[src/rtl/rf_wr_delay_bypass_pkg.sv]
// Shared helpers for the RF write-delay/bypass block: index-width function and
// the legal range of the write delay.
package rf_wr_delay_bypass_pkg;

    localparam int LAT_MIN = 1;
    localparam int LAT_MAX = 4;

    // Bits needed to encode n distinct values; never less than 1.
    function automatic int clogb2(input int n);
        int r;
        r = 0;
        for (int i = 0; i < 31; i++) begin
            if ((1 << i) < n) r = i + 1;
        end
        if (r < 1) r = 1;
        return r;
    endfunction

endpackage

[src/rtl/rf_wr_delay_bypass_if.sv]
// Socket-side and RF-side signals of the write-delay/bypass block.
// master = socket/RF environment, slave = the delay block itself.
interface rf_wr_delay_bypass_if
    import rf_wr_delay_bypass_pkg::*;
#(
    parameter int data_width_g = 32,
    parameter int depth_g      = 16,
    parameter int latency_g    = 2
);
    localparam int OP_W   = clogb2(depth_g);
    localparam int PEND_W = clogb2(latency_g + 1);

    logic                    glock_in;
    logic                    wload_in;
    logic [OP_W-1:0]         wop_in;
    logic [data_width_g-1:0] wdata_in;
    logic                    rload_in;
    logic [OP_W-1:0]         rop_in;
    logic [data_width_g-1:0] rdata_out;
    logic                    rf_wload_out;
    logic [OP_W-1:0]         rf_wop_out;
    logic [data_width_g-1:0] rf_wdata_out;
    logic                    rf_rload_out;
    logic [OP_W-1:0]         rf_rop_out;
    logic [data_width_g-1:0] rf_rdata_in;
    logic [PEND_W-1:0]       pending_out;

    modport master (
        output glock_in, wload_in, wop_in, wdata_in, rload_in, rop_in, rf_rdata_in,
        input  rdata_out, rf_wload_out, rf_wop_out, rf_wdata_out,
               rf_rload_out, rf_rop_out, pending_out
    );

    modport slave (
        input  glock_in, wload_in, wop_in, wdata_in, rload_in, rop_in, rf_rdata_in,
        output rdata_out, rf_wload_out, rf_wop_out, rf_wdata_out,
               rf_rload_out, rf_rop_out, pending_out
    );

endinterface

[src/rtl/rf_wr_delay_bypass_stage.sv]
// One {valid, op, data} write-delay stage with load enable and async reset.
module rf_wr_delay_bypass_stage #(
    parameter int op_w_g       = 4,
    parameter int data_width_g = 32
) (
    input  logic                    clk,
    input  logic                    rstx,
    input  logic                    en,
    input  logic                    valid_in,
    input  logic [op_w_g-1:0]       op_in,
    input  logic [data_width_g-1:0] data_in,
    output logic                    valid_out,
    output logic [op_w_g-1:0]       op_out,
    output logic [data_width_g-1:0] data_out
);

    logic                    valid_d, valid_q;
    logic [op_w_g-1:0]       op_d, op_q;
    logic [data_width_g-1:0] data_d, data_q;

    always_comb begin
        valid_d = valid_q;
        op_d    = op_q;
        data_d  = data_q;
        if (en) begin
            valid_d = valid_in;
            op_d    = op_in;
            data_d  = data_in;
        end
    end

    always_ff @(posedge clk or negedge rstx) begin
        if (!rstx) begin
            valid_q <= 1'b0;
            op_q    <= '0;
            data_q  <= '0;
        end else begin
            valid_q <= valid_d;
            op_q    <= op_d;
            data_q  <= data_d;
        end
    end

    assign valid_out = valid_q;
    assign op_out    = op_q;
    assign data_out  = data_q;

endmodule

[src/rtl/rf_wr_delay_bypass.sv]
// Delays RF writes by latency_g unlocked cycles and forwards in-flight data to the
// read port so the architectural write-to-read latency stays one cycle.
module rf_wr_delay_bypass
    import rf_wr_delay_bypass_pkg::*;
#(
    parameter int data_width_g = 32,
    parameter int depth_g      = 16,
    parameter int latency_g    = 2
) (
    input  logic                clk,
    input  logic                rstx,
    rf_wr_delay_bypass_if.slave bus
);

    localparam int OP_W   = clogb2(depth_g);
    localparam int PEND_W = clogb2(latency_g + 1);

    if (latency_g < LAT_MIN || latency_g > LAT_MAX) begin : g_lat_chk
        $error("rf_wr_delay_bypass: latency_g must be within 1..4");
    end

    logic                    adv;
    logic [latency_g-1:0]    valid_s;
    logic [OP_W-1:0]         op_s   [latency_g];
    logic [data_width_g-1:0] data_s [latency_g];

    assign adv = ~bus.glock_in;

    for (genvar k = 0; k < latency_g; k++) begin : g_stage
        if (k == 0) begin : g_head
            rf_wr_delay_bypass_stage #(.op_w_g(OP_W), .data_width_g(data_width_g)) u_stage (
                .clk(clk), .rstx(rstx), .en(adv),
                .valid_in(bus.wload_in), .op_in(bus.wop_in), .data_in(bus.wdata_in),
                .valid_out(valid_s[k]), .op_out(op_s[k]), .data_out(data_s[k])
            );
        end else begin : g_body
            rf_wr_delay_bypass_stage #(.op_w_g(OP_W), .data_width_g(data_width_g)) u_stage (
                .clk(clk), .rstx(rstx), .en(adv),
                .valid_in(valid_s[k-1]), .op_in(op_s[k-1]), .data_in(data_s[k-1]),
                .valid_out(valid_s[k]), .op_out(op_s[k]), .data_out(data_s[k])
            );
        end
    end

    // Oldest stage is scanned first so the youngest match overrides it; the last
    // stage still counts because the RF commits it only on the coming edge.
    logic [data_width_g-1:0] byp_data;
    always_comb begin
        byp_data = bus.rf_rdata_in;
        for (int k = latency_g - 1; k >= 0; k--) begin
            if (valid_s[k] && (op_s[k] == bus.rop_in)) byp_data = data_s[k];
        end
    end

    logic [PEND_W-1:0] pending_d, pending_q;
    always_comb begin
        pending_d = pending_q;
        if (adv) begin
            pending_d = PEND_W'(bus.wload_in);
            for (int k = 0; k < latency_g - 1; k++) begin
                pending_d = pending_d + PEND_W'(valid_s[k]);
            end
        end
    end

    always_ff @(posedge clk or negedge rstx) begin
        if (!rstx) pending_q <= '0;
        else       pending_q <= pending_d;
    end

    assign bus.rdata_out    = byp_data;
    assign bus.rf_wload_out = valid_s[latency_g-1] & adv;
    assign bus.rf_wop_out   = op_s[latency_g-1];
    assign bus.rf_wdata_out = data_s[latency_g-1];
    assign bus.rf_rload_out = bus.rload_in;
    assign bus.rf_rop_out   = bus.rop_in;
    assign bus.pending_out  = pending_q;

endmodule

[src/flat_wrapper.sv]
// flat-port wrapper written by rule: the top's interface ports become plain ports
module rf_wr_delay_bypass_flat import rf_wr_delay_bypass_pkg::*;
#(
    parameter int data_width_g = 32,
    parameter int depth_g      = 16,
    parameter int latency_g    = 2
)
  (clk, rstx, bus_glock_in, bus_wload_in, bus_wop_in, bus_wdata_in, bus_rload_in, bus_rop_in, bus_rf_rdata_in, bus_rdata_out, bus_rf_wload_out, bus_rf_wop_out, bus_rf_wdata_out, bus_rf_rload_out, bus_rf_rop_out, bus_pending_out);
  rf_wr_delay_bypass_if #(.data_width_g(data_width_g), .depth_g(depth_g), .latency_g(latency_g)) bus_i ();
  input  logic clk;
  input  logic rstx;
  input wire logic [$bits(bus_i.glock_in)-1:0] bus_glock_in;
  input wire logic [$bits(bus_i.wload_in)-1:0] bus_wload_in;
  input wire logic [$bits(bus_i.wop_in)-1:0] bus_wop_in;
  input wire logic [$bits(bus_i.wdata_in)-1:0] bus_wdata_in;
  input wire logic [$bits(bus_i.rload_in)-1:0] bus_rload_in;
  input wire logic [$bits(bus_i.rop_in)-1:0] bus_rop_in;
  input wire logic [$bits(bus_i.rf_rdata_in)-1:0] bus_rf_rdata_in;
  output wire logic [$bits(bus_i.rdata_out)-1:0] bus_rdata_out;
  output wire logic [$bits(bus_i.rf_wload_out)-1:0] bus_rf_wload_out;
  output wire logic [$bits(bus_i.rf_wop_out)-1:0] bus_rf_wop_out;
  output wire logic [$bits(bus_i.rf_wdata_out)-1:0] bus_rf_wdata_out;
  output wire logic [$bits(bus_i.rf_rload_out)-1:0] bus_rf_rload_out;
  output wire logic [$bits(bus_i.rf_rop_out)-1:0] bus_rf_rop_out;
  output wire logic [$bits(bus_i.pending_out)-1:0] bus_pending_out;
  assign bus_i.glock_in = bus_glock_in;
  assign bus_i.wload_in = bus_wload_in;
  assign bus_i.wop_in = bus_wop_in;
  assign bus_i.wdata_in = bus_wdata_in;
  assign bus_i.rload_in = bus_rload_in;
  assign bus_i.rop_in = bus_rop_in;
  assign bus_i.rf_rdata_in = bus_rf_rdata_in;
  assign bus_rdata_out = bus_i.rdata_out;
  assign bus_rf_wload_out = bus_i.rf_wload_out;
  assign bus_rf_wop_out = bus_i.rf_wop_out;
  assign bus_rf_wdata_out = bus_i.rf_wdata_out;
  assign bus_rf_rload_out = bus_i.rf_rload_out;
  assign bus_rf_rop_out = bus_i.rf_rop_out;
  assign bus_pending_out = bus_i.pending_out;
  rf_wr_delay_bypass #(.data_width_g(data_width_g), .depth_g(depth_g), .latency_g(latency_g)) u_core (.clk(clk), .rstx(rstx), .bus(bus_i));
endmodule
[config.mk]
export PLATFORM = sky130hd
export DESIGN_NAME = rf_wr_delay_bypass_flat
export DESIGN_NICKNAME = d
export VERILOG_FILES = /design/src/rtl/rf_wr_delay_bypass_pkg.sv /design/src/rtl/rf_wr_delay_bypass_if.sv /design/src/rtl/rf_wr_delay_bypass_stage.sv /design/src/rtl/rf_wr_delay_bypass.sv /design/src/flat_wrapper.sv
export SDC_FILE = /design/constraint.sdc
export NUM_CORES = 1
export LEC_CHECK = 0
export ABC_AREA = 1
export CORE_ASPECT_RATIO = 0.6
export CORE_MARGIN = 2
export CORE_UTILIZATION = 46
export DETAILED_ROUTE_END_ITERATION = 10
export HOLD_SLACK_MARGIN = 0.12
export PLACE_DENSITY = 0.81
export SLEW_MARGIN = 20
export SYNTH_ARGS = -nofsm -noshare
export SYNTH_HDL_FRONTEND = slang
export SYNTH_SLANG_ARGS = --single-unit
[constraint.sdc]
create_clock -name clk -period 1.8 [get_ports clk]
set_clock_uncertainty 0.15 [all_clocks]
set_input_delay 0.18 -clock clk [delete_from_list [all_inputs] [get_ports clk]]
set_output_delay 0.18 -clock clk [all_outputs]
set_load 0.01 [all_outputs]
# == After elaboration in Yosys (flattened, before gate mapping) ==
# Index checks and enable logic that the tools add are counted.
# op_classes
addsub,1
n_eq_ne,2
muxes,2
bitwise_logic,2
reduce_logical,2
# ops
cell,count
32-bit 2-to-1 mux,2
4-bit equality test,2
1-bit by 1-bit adder with 2-bit output,1
1-bit logical AND,2
1-bit AND,1
1-bit inverter,1
# word_totals
register_bits,76
inputBits,77
wordCells,16

# == Logic depth before layout (Yosys ltp) ==
# Gate-level depths: netlist (run 1).
# depth
word_depth,4
mapped_depth,9

# == Cells and area by module ==
# Synthesis (run 1) repeated with hierarchy kept, for this count alone.
# hier_totals
hier_cells,612
hier_area_um2,4359.2
# modules_own_cells
module,n_inst,cells_each,area_each_um2
rf_wr_delay_bypass_stage,2,156,1413.9
rf_wr_delay_bypass,1,300,1531.5

# == Worst setup path after synthesis (run 1) ==
# No wires, ideal clock.
# synth_path
path_type,flip-flop to output port
from,reg u_core.g_stage[1].g_body.u_stage.op_q[3]
to,out bus_rdata_out[10]
t_arrival_ns,1.176
t_required_ns,1.470
path_slack_ns,0.294
path_stages_with_launch,9
n_path_buf,1
path_cell_list,dfrtp_1 -> nand2_1 -> nand2_2 -> nor2_4 -> nand3_4 -> buf_6 -> nand2_1 -> nand3_1 -> nand2_1
# synth_between
elab_chain_cells,4
# synth_rtl
element,line,text
"start, declared",rf_wr_delay_bypass_stage.sv:18,"logic [op_w_g-1:0] op_d, op_q;"
"start signal, assigned",rf_wr_delay_bypass_stage.sv:39,op_q <= op_d;
4-bit equality test,rf_wr_delay_bypass.sv:51,if (valid_s[k] && (op_s[k] == bus.rop_in)) byp_data = data_s[k];
1-bit logical AND,rf_wr_delay_bypass.sv:51,
32-bit 2-to-1 mux (2 in a row),rf_wr_delay_bypass.sv:51,
"end, declared",flat_wrapper.sv:19,output wire logic [$bits(bus_i.rdata_out)-1:0] bus_rdata_out;
# No other way between the ends.

# == Worst setup path after layout (run 1) ==
# layout_path
from,reg u_core.g_stage[1].g_body.u_stage.op_q[1]
to,out bus_rdata_out[18]
# Same word-level chain as after synthesis.

==> results of run 1 <==
[Yosys cell counts]
master | number | area share, %
nand2_1 | 92 | 7.8
inv_1 | 85 | 7.2
dfrtp_1 | 76 | 43
nand4_1 | 64 | 9.1
nor2_1 | 40 | 3.4
a21oi_1 | 37 | 4.2
buf_4 | 37 | 6.3
nand3_1 | 32 | 3.6
buf_2 | 27 | 3.1
mux2_2 | 23 | 5.9
o21ai_0 | 16 | 1.8
inv_2 | 6 | 0.51
clkbuf_1 | 5 | 0.43
buf_1 | 3 | 0.26
buf_6 | 3 | 0.77
nand2_2 | 2 | 0.28
nor2_4 | 2 | 0.51
o21ai_1 | 2 | 0.23
a21oi_2 | 1 | 0.20
ha_1 | 1 | 0.28
nand3_2 | 1 | 0.23
nand3_4 | 1 | 0.40
nor2_2 | 1 | 0.14
o22ai_1 | 1 | 0.14
[worst max-delay path, stage by stage, from the launching register on]
cell and delay [ps]:
dfrtp_1 420, nand2_1 90, nand2_2 70, nor2_4 160
nand3_4 210, clkbuf_16 240, nand2_2 70, nand3_2 60
nand2_1 80, buf_2 130
[logic make-up after synthesis]
kind of cell,Yosys count,synth area share (%)
compound gates,57,6.59
fa+ha+maj,1,0.284
flops,76,43.2
buf+inv,166,18.6
mux,23,5.88
simple gates,235,25.5
[layout make-up]
| cell class | count | area (um^2) | share of cell area (%) |
|---|---|---|---|
| Tap cell | 130 | 163 | 2.42 |
| Multi-Input combinational cell | 316 | 1960 | 29.2 |
| Clock buffer | 9 | 225 | 3.35 |
| Clock inverter | 7 | 91.3 | 1.36 |
| Inverter | 91 | 342 | 5.08 |
| Sequential cell | 76 | 1900 | 28.3 |
| Timing Repair Buffer | 198 | 2040 | 30.3 |
[power by group through the flow]
| stage | combinational, uW | sequential, uW | clock (uW) |
|---|---|---|---|
| 6_report | 1730 | 2030 | 1910 |
| 5_1_grt | 1860 | 2050 | 2050 |
| 4_1_cts | 1630 | 2020 | 1940 |
| 3_5_place_dp | 1520 | 2050 | 0 |
| 3_3_place_gp | 1490 | 2040 | 0 |
| 2_1_floorplan | 814 | 2020 | 0 |
[stage by stage]
step,total power [uW],setup TNS [ps]
3_5_place_dp,3570,-18520
5_1_grt,5960,-14720
3_3_place_gp,3530,-17860
4_1_cts,5590,-10040
2_1_floorplan,2840,0
6_report,5670,-10530
[metal layers]
| layer | vias up | GRT usage [%] | routed length [um] | part of all wire (%) |
|---|---|---|---|---|
| li1 | 2037 | - | - | - |
| met1 | 2109 | 34.3 | 6140 | 43 |
| met2 | 201 | 42.3 | 6740 | 48 |
| met3 | 16 | 6.30 | 1100 | 7.7 |
| met4 | 0 | 7.55 | 163 | 1.2 |
| met5 | - | 0 | 0 | 0 |
[worst max path at each step]
stage	cells after the start	startpoint	to
finish	9	u_core.g_stage[1].g_body.u_stage.op_out[1]	bus_rdata_out[18]
global route	9	u_core.g_stage[1].g_body.u_stage.op_out[1]	bus_rdata_out[8]
CTS	9	u_core.g_stage[0].g_head.u_stage.op_out[0]	bus_rdata_out[25]
detailed placement	11	bus_rop_in[3]	bus_rdata_out[25]
global placement	10	bus_rop_in[3]	bus_rdata_out[8]
floorplan	8	u_core.g_stage[1].g_body.u_stage.op_out[3]	bus_rdata_out[10]
[timing repair]
action / in CTS / in global routing
hold buffers: 3 / 0
hold endpoints to repair: 84 / 0
setup endpoints to repair: 33 / 32
resized for setup: 131 / 93
gates cloned: 4 / 4
buffers inserted: 7 / 2
pin swaps: 1 / 23
[state kept, by name (all words and copies together), names as in the netlist]
| register | flops |
|---|---|
| u_core.g_stage.g_body.u_stage.data_out | 32 |
| u_core.g_stage.g_head.u_stage.valid_out | 1 |
| u_core.g_stage.g_head.u_stage.op_out | 4 |
| u_core.g_stage.g_body.u_stage.op_out | 4 |
| u_core.bus.pending_out | 2 |
| u_core.g_stage.g_body.u_stage.valid_out | 1 |
| u_core.g_stage.g_head.u_stage.data_out | 32 |
==> impl_metrics.ini, run 1 <==
[critical_path]
worst-setup-path-type = reg2out
r2r_slack_ps = 480
cp.arrival_ps = 1850
crit_required_ps = 1470
start_kind = flip-flop
worstPathMaxFanout = 7
rr_worst_depth = 3
rr_startpoint = u_core.g_stage[0].g_head.u_stage.valid_out
critPathCaptureType = output pin
rr_endpoint = u_core.bus.pending_out[0]

[floorplanning]
die_y_um = 79.8
row_count = 27
ioPinCount = 153
initial_utilization_pct = 47.6
die_w_um = 130
core-area_um2 = 9260
dieArea_um2 = 10400

[pwr]
powerDensity_nw_per_um2 = 844
p_int_uw = 3970
leakagePower_uw = 0.00334
pwr-share-clk_pct = 33.7
power.switching_uw = 1710
combPwrFrac_pct = 30.6
p_seq_share_pct = 35.7
ir_worst_vdd_mv = 0.547
p_sw_share_pct = 30.1

[clocking]
cts_sinks = 76
clock-root-buffer = clkbuf_16
cts_tree = built
cts.path.max_buffers = 2
htreeDepth = 3
insertion_delay_ps = 330
cts_buffers = 9
clkTransAtPathRegs_ps = 60

[timing]
grt_setup_unrepaired = yes
min_period_ps = 2180
timing.fmax_mhz = 459
max_slew_margin_pct = 61.8
finalHoldViolCount = 0
period_share_pct = 121
tightest_slew_ps = 571
holdWs_ps = 210
setup_violations = 32
setup_ws_ps = -379
drv_slew = 0

[global_route]
grt.overflow.total = 0
antenna_found_initial = 0
grt_max_degree = 65
grt_pass1_vias = 4192
grt_pass1_wl_mm = 20.7
grt_use_total_pct = 25.8

[placement]
dpl-instance-area_um2 = 5920
dp_hpwl_mm = 8.50
dp_slack_ps = -600
dp_cells = 791
place_congestion = 0.844
port_buffers = 150

[detailed_routing]
ant_nets = 0
routed_wirelength_mm = 14.1
remaining_drc_errors = 0
drtPass1Iterations = 5
vias_per_cell = 5.28
dr_total_vias = 4363
drt-initial-drc-count = 413
avgRoutedWirePerCell_um = 17.1

[hold_path]
hold-path-cell-count = 0
hp-start = bus_rload_in
min_to = bus_rf_rload_out
min_path_type = in2out

[finish]
layout-drive-gt1-share_pct = 27.8
fin_cells = 827
syn2layout_area_growth_pct = 52.5
final_common_cell = clkdlybuf4s50_1
post-route-util_pct = 72.6
nFillCells = 687
antennaDiodeCount = 0
final_cell_mix = clkdlybuf4s50_1 (111), inv_1 (83), dfrtp_1 (76)
final_cell_area_um2 = 6720
layout.nets = 770

[logic_synthesis]
syn_area_per_cell_um2 = 7.90
ys_seq_area_share_pct = 43.2
netlist_instances = 558
ys_types = 24
syn_nets = 636
synth-seq-cells = 76
synth.cell_area_um2 = 4410
yosysWarnings = 0

[status]
outcome = finished, violations left
violations = setup timing

[flow_run]
cap_violations = 0
(Power assumes the default switching activity.)
==> run 2, diff against run 1 <==
- clock period: 1.8 -> 2.5 ns (I/O delays scaled with it)
==> run 2 against run 1 <==
Against the previous run:
- the run now ends clean
- die area is the same
- clock power shrank 34%
- total power shrank 33%
- cell area shrank 7.1%
- critical path depth shrank 2
- global-route usage shrank 2.8 points
- sequential cell count is the same
- non-clock buffer count shrank 26
- critical path type unchanged
- largest cell class is now flip-flops and latches
- largest power group unchanged
==> impl_metrics.ini, run 2 (same netlist as run 1, synthesis figures left out) <==
[finish]
post-route-util_pct = 67.5
syn2layout_area_growth_pct = 41.7
fin_cells = 800
final_cell_area_um2 = 6240
antennaDiodeCount = 0
final_cell_mix = clkdlybuf4s50_1 (113), nand2_1 (92), inv_1 (85)
final_common_cell = clkdlybuf4s50_1
layout.nets = 744
layout-drive-gt1-share_pct = 11.2

[detailed_routing]
avgRoutedWirePerCell_um = 14.9
drtPass1Iterations = 5
remaining_drc_errors = 0
vias_per_cell = 5.12
ant_nets = 0
routed_wirelength_mm = 12.0
dr_total_vias = 4093
drt-initial-drc-count = 281

[timing]
timing.fmax_mhz = 406
drv_slew = 0
period_share_pct = 98.6
min_period_ps = 2470
setup_violations = 0
tightest_slew_ps = 952
max_slew_margin_pct = 36.5
finalHoldViolCount = 0
grt_setup_unrepaired = yes
fin_setup_tns_ps = 0

[pwr]
pwr-share-clk_pct = 33.4
p_int_uw = 2690
p_seq_share_pct = 38.4
leakagePower_uw = 0.00325
powerDensity_nw_per_um2 = 609
power_uw = 3800
combPwrFrac_pct = 28.2
power.switching_uw = 1110
p_sw_share_pct = 29.3
ir_worst_vdd_mv = 0.525

[global_route]
grt-busiest-layer = met2
grt_util_met3_pct = 5.70
grt_max_degree = 77
grtUsageMet1_pct = 30.5
antenna_found_initial = 0
grt.overflow.total = 0
grt_pass1_vias = 3845
grt_use_total_pct = 23.0
grt_pass1_wl_mm = 18.6
gr-usage-met2_pct = 38.3

[clocking]
htreeDepth = 3
insertion_delay_ps = 330
cts.path.max_buffers = 2
cts_sinks = 76
cts_tree = built
clock-root-buffer = clkbuf_16
clkTransAtPathRegs_ps = 60
cts_buffers = 9

[floorplanning]
ioPinCount = 153
initial_utilization_pct = 47.6
die_w_um = 130
dieArea_um2 = 10400
core-area_um2 = 9260
die_y_um = 79.8
row_count = 27

[placement]
dp_cells = 779
dpl-instance-area_um2 = 5790
dp_hpwl_mm = 8.43
port_buffers = 150
place_congestion = 0.817

[critical_path]
critPathCaptureType = output pin
start_kind = flip-flop
cp.arrival_ps = 2070
r2r_slack_ps = 1280
crit_required_ps = 2100
worst-setup-path-type = reg2out
worstPathMaxFanout = 18

[hold_path]
min_path_type = in2reg

[status]
outcome = finished clean

[flow_run]
cap_violations = 0
run 2: cell count changes in the layout (fill, tap and decap cells not counted), moves of 8 or more:
cell,change
nand2_4,-8
nand2_1,+32
nand3_2,-26
nand3_1,+26
buf_4,-9
nand2_2,-24
dlymetal6s2s_1,+26
buf_2,-29
run 2: metal layers:
metal | share of wire, % | routed length (um)
met1 | 43 | 5170
met2 | 47 | 5570
met3 | 9.3 | 1110
met4 | 0.84 | 100
met5 | 0 | 0
run 2: worst paths after layout:
| check | start | depth (start not counted) | endpoint |
|---|---|---|---|
| setup reg to reg | u_core.g_stage[0].g_head.u_stage.valid_out | 2 | u_core.bus.pending_out[0] |
| hold / removal | bus_wdata_in[26] | 3 | u_core.g_stage[0].g_head.u_stage.data_out[26] |
| min in group asynchronous | rstx | 2 | u_core.g_stage[1].g_body.u_stage.op_out[2] |
| setup / recovery | u_core.g_stage[0].g_head.u_stage.op_out[2] | 7 | bus_rdata_out[16] |
| hold reg to reg | u_core.g_stage[1].g_body.u_stage.data_out[26] | 2 | u_core.g_stage[1].g_body.u_stage.data_out[26] |
| max in group asynchronous | rstx | 2 | u_core.g_stage[1].g_body.u_stage.data_out[23] |
run 2: worst max-delay path, stage by stage, from the launching register on:
cell,delay [ps]
dfrtp_1,370
inv_1,90
nand2_1,100
a21oi_4,240
buf_8,200
nand4_1,100
nand2_1,80
clkdlybuf4s50_1,530
run 2: layout make-up:
type | instances | area [um^2]
fill | 727 | 3010
sequential | 76 | 1900
timing repair buffer | 172 | 1840
multi-input combinational | 316 | 1710
inverter | 91 | 342
clock buffer | 10 | 239
tap | 130 | 163
clock inverter | 5 | 52.6
run 2: power by group through the flow:
stage | Combinational [uW] | Clock [uW] | Sequential, uW
3_5_place_dp | 1060 | 0 | 1480
2_1_floorplan | 586 | 0 | 1460
6_report | 1070 | 1270 | 1460
4_1_cts | 1060 | 1300 | 1460
5_1_grt | 1160 | 1350 | 1470
3_3_place_gp | 1030 | 0 | 1470
run 2: what timing repair did:
item | in CTS | in global routing
setup buffers | 1 | 2
setup endpoints to repair | 32 | 28
resized for setup | 9 | 34
pin swaps | 0 | 2
hold buffers | 2 | 0
hold endpoints to repair | 84 | 0
cloned | 0 | 1
run 2: stage by stage:
| stage | hold WS [ps] | setup WS, ps |
|---|---|---|
| final | 324 | 34.0 |
| after detailed placement | 312 | -71.5 |
| after floorplan | -196 | 924 |
| after global placement | 299 | -38.9 |
| after CTS | 313 | -10.7 |
| after global routing | 327 | -91.1 |
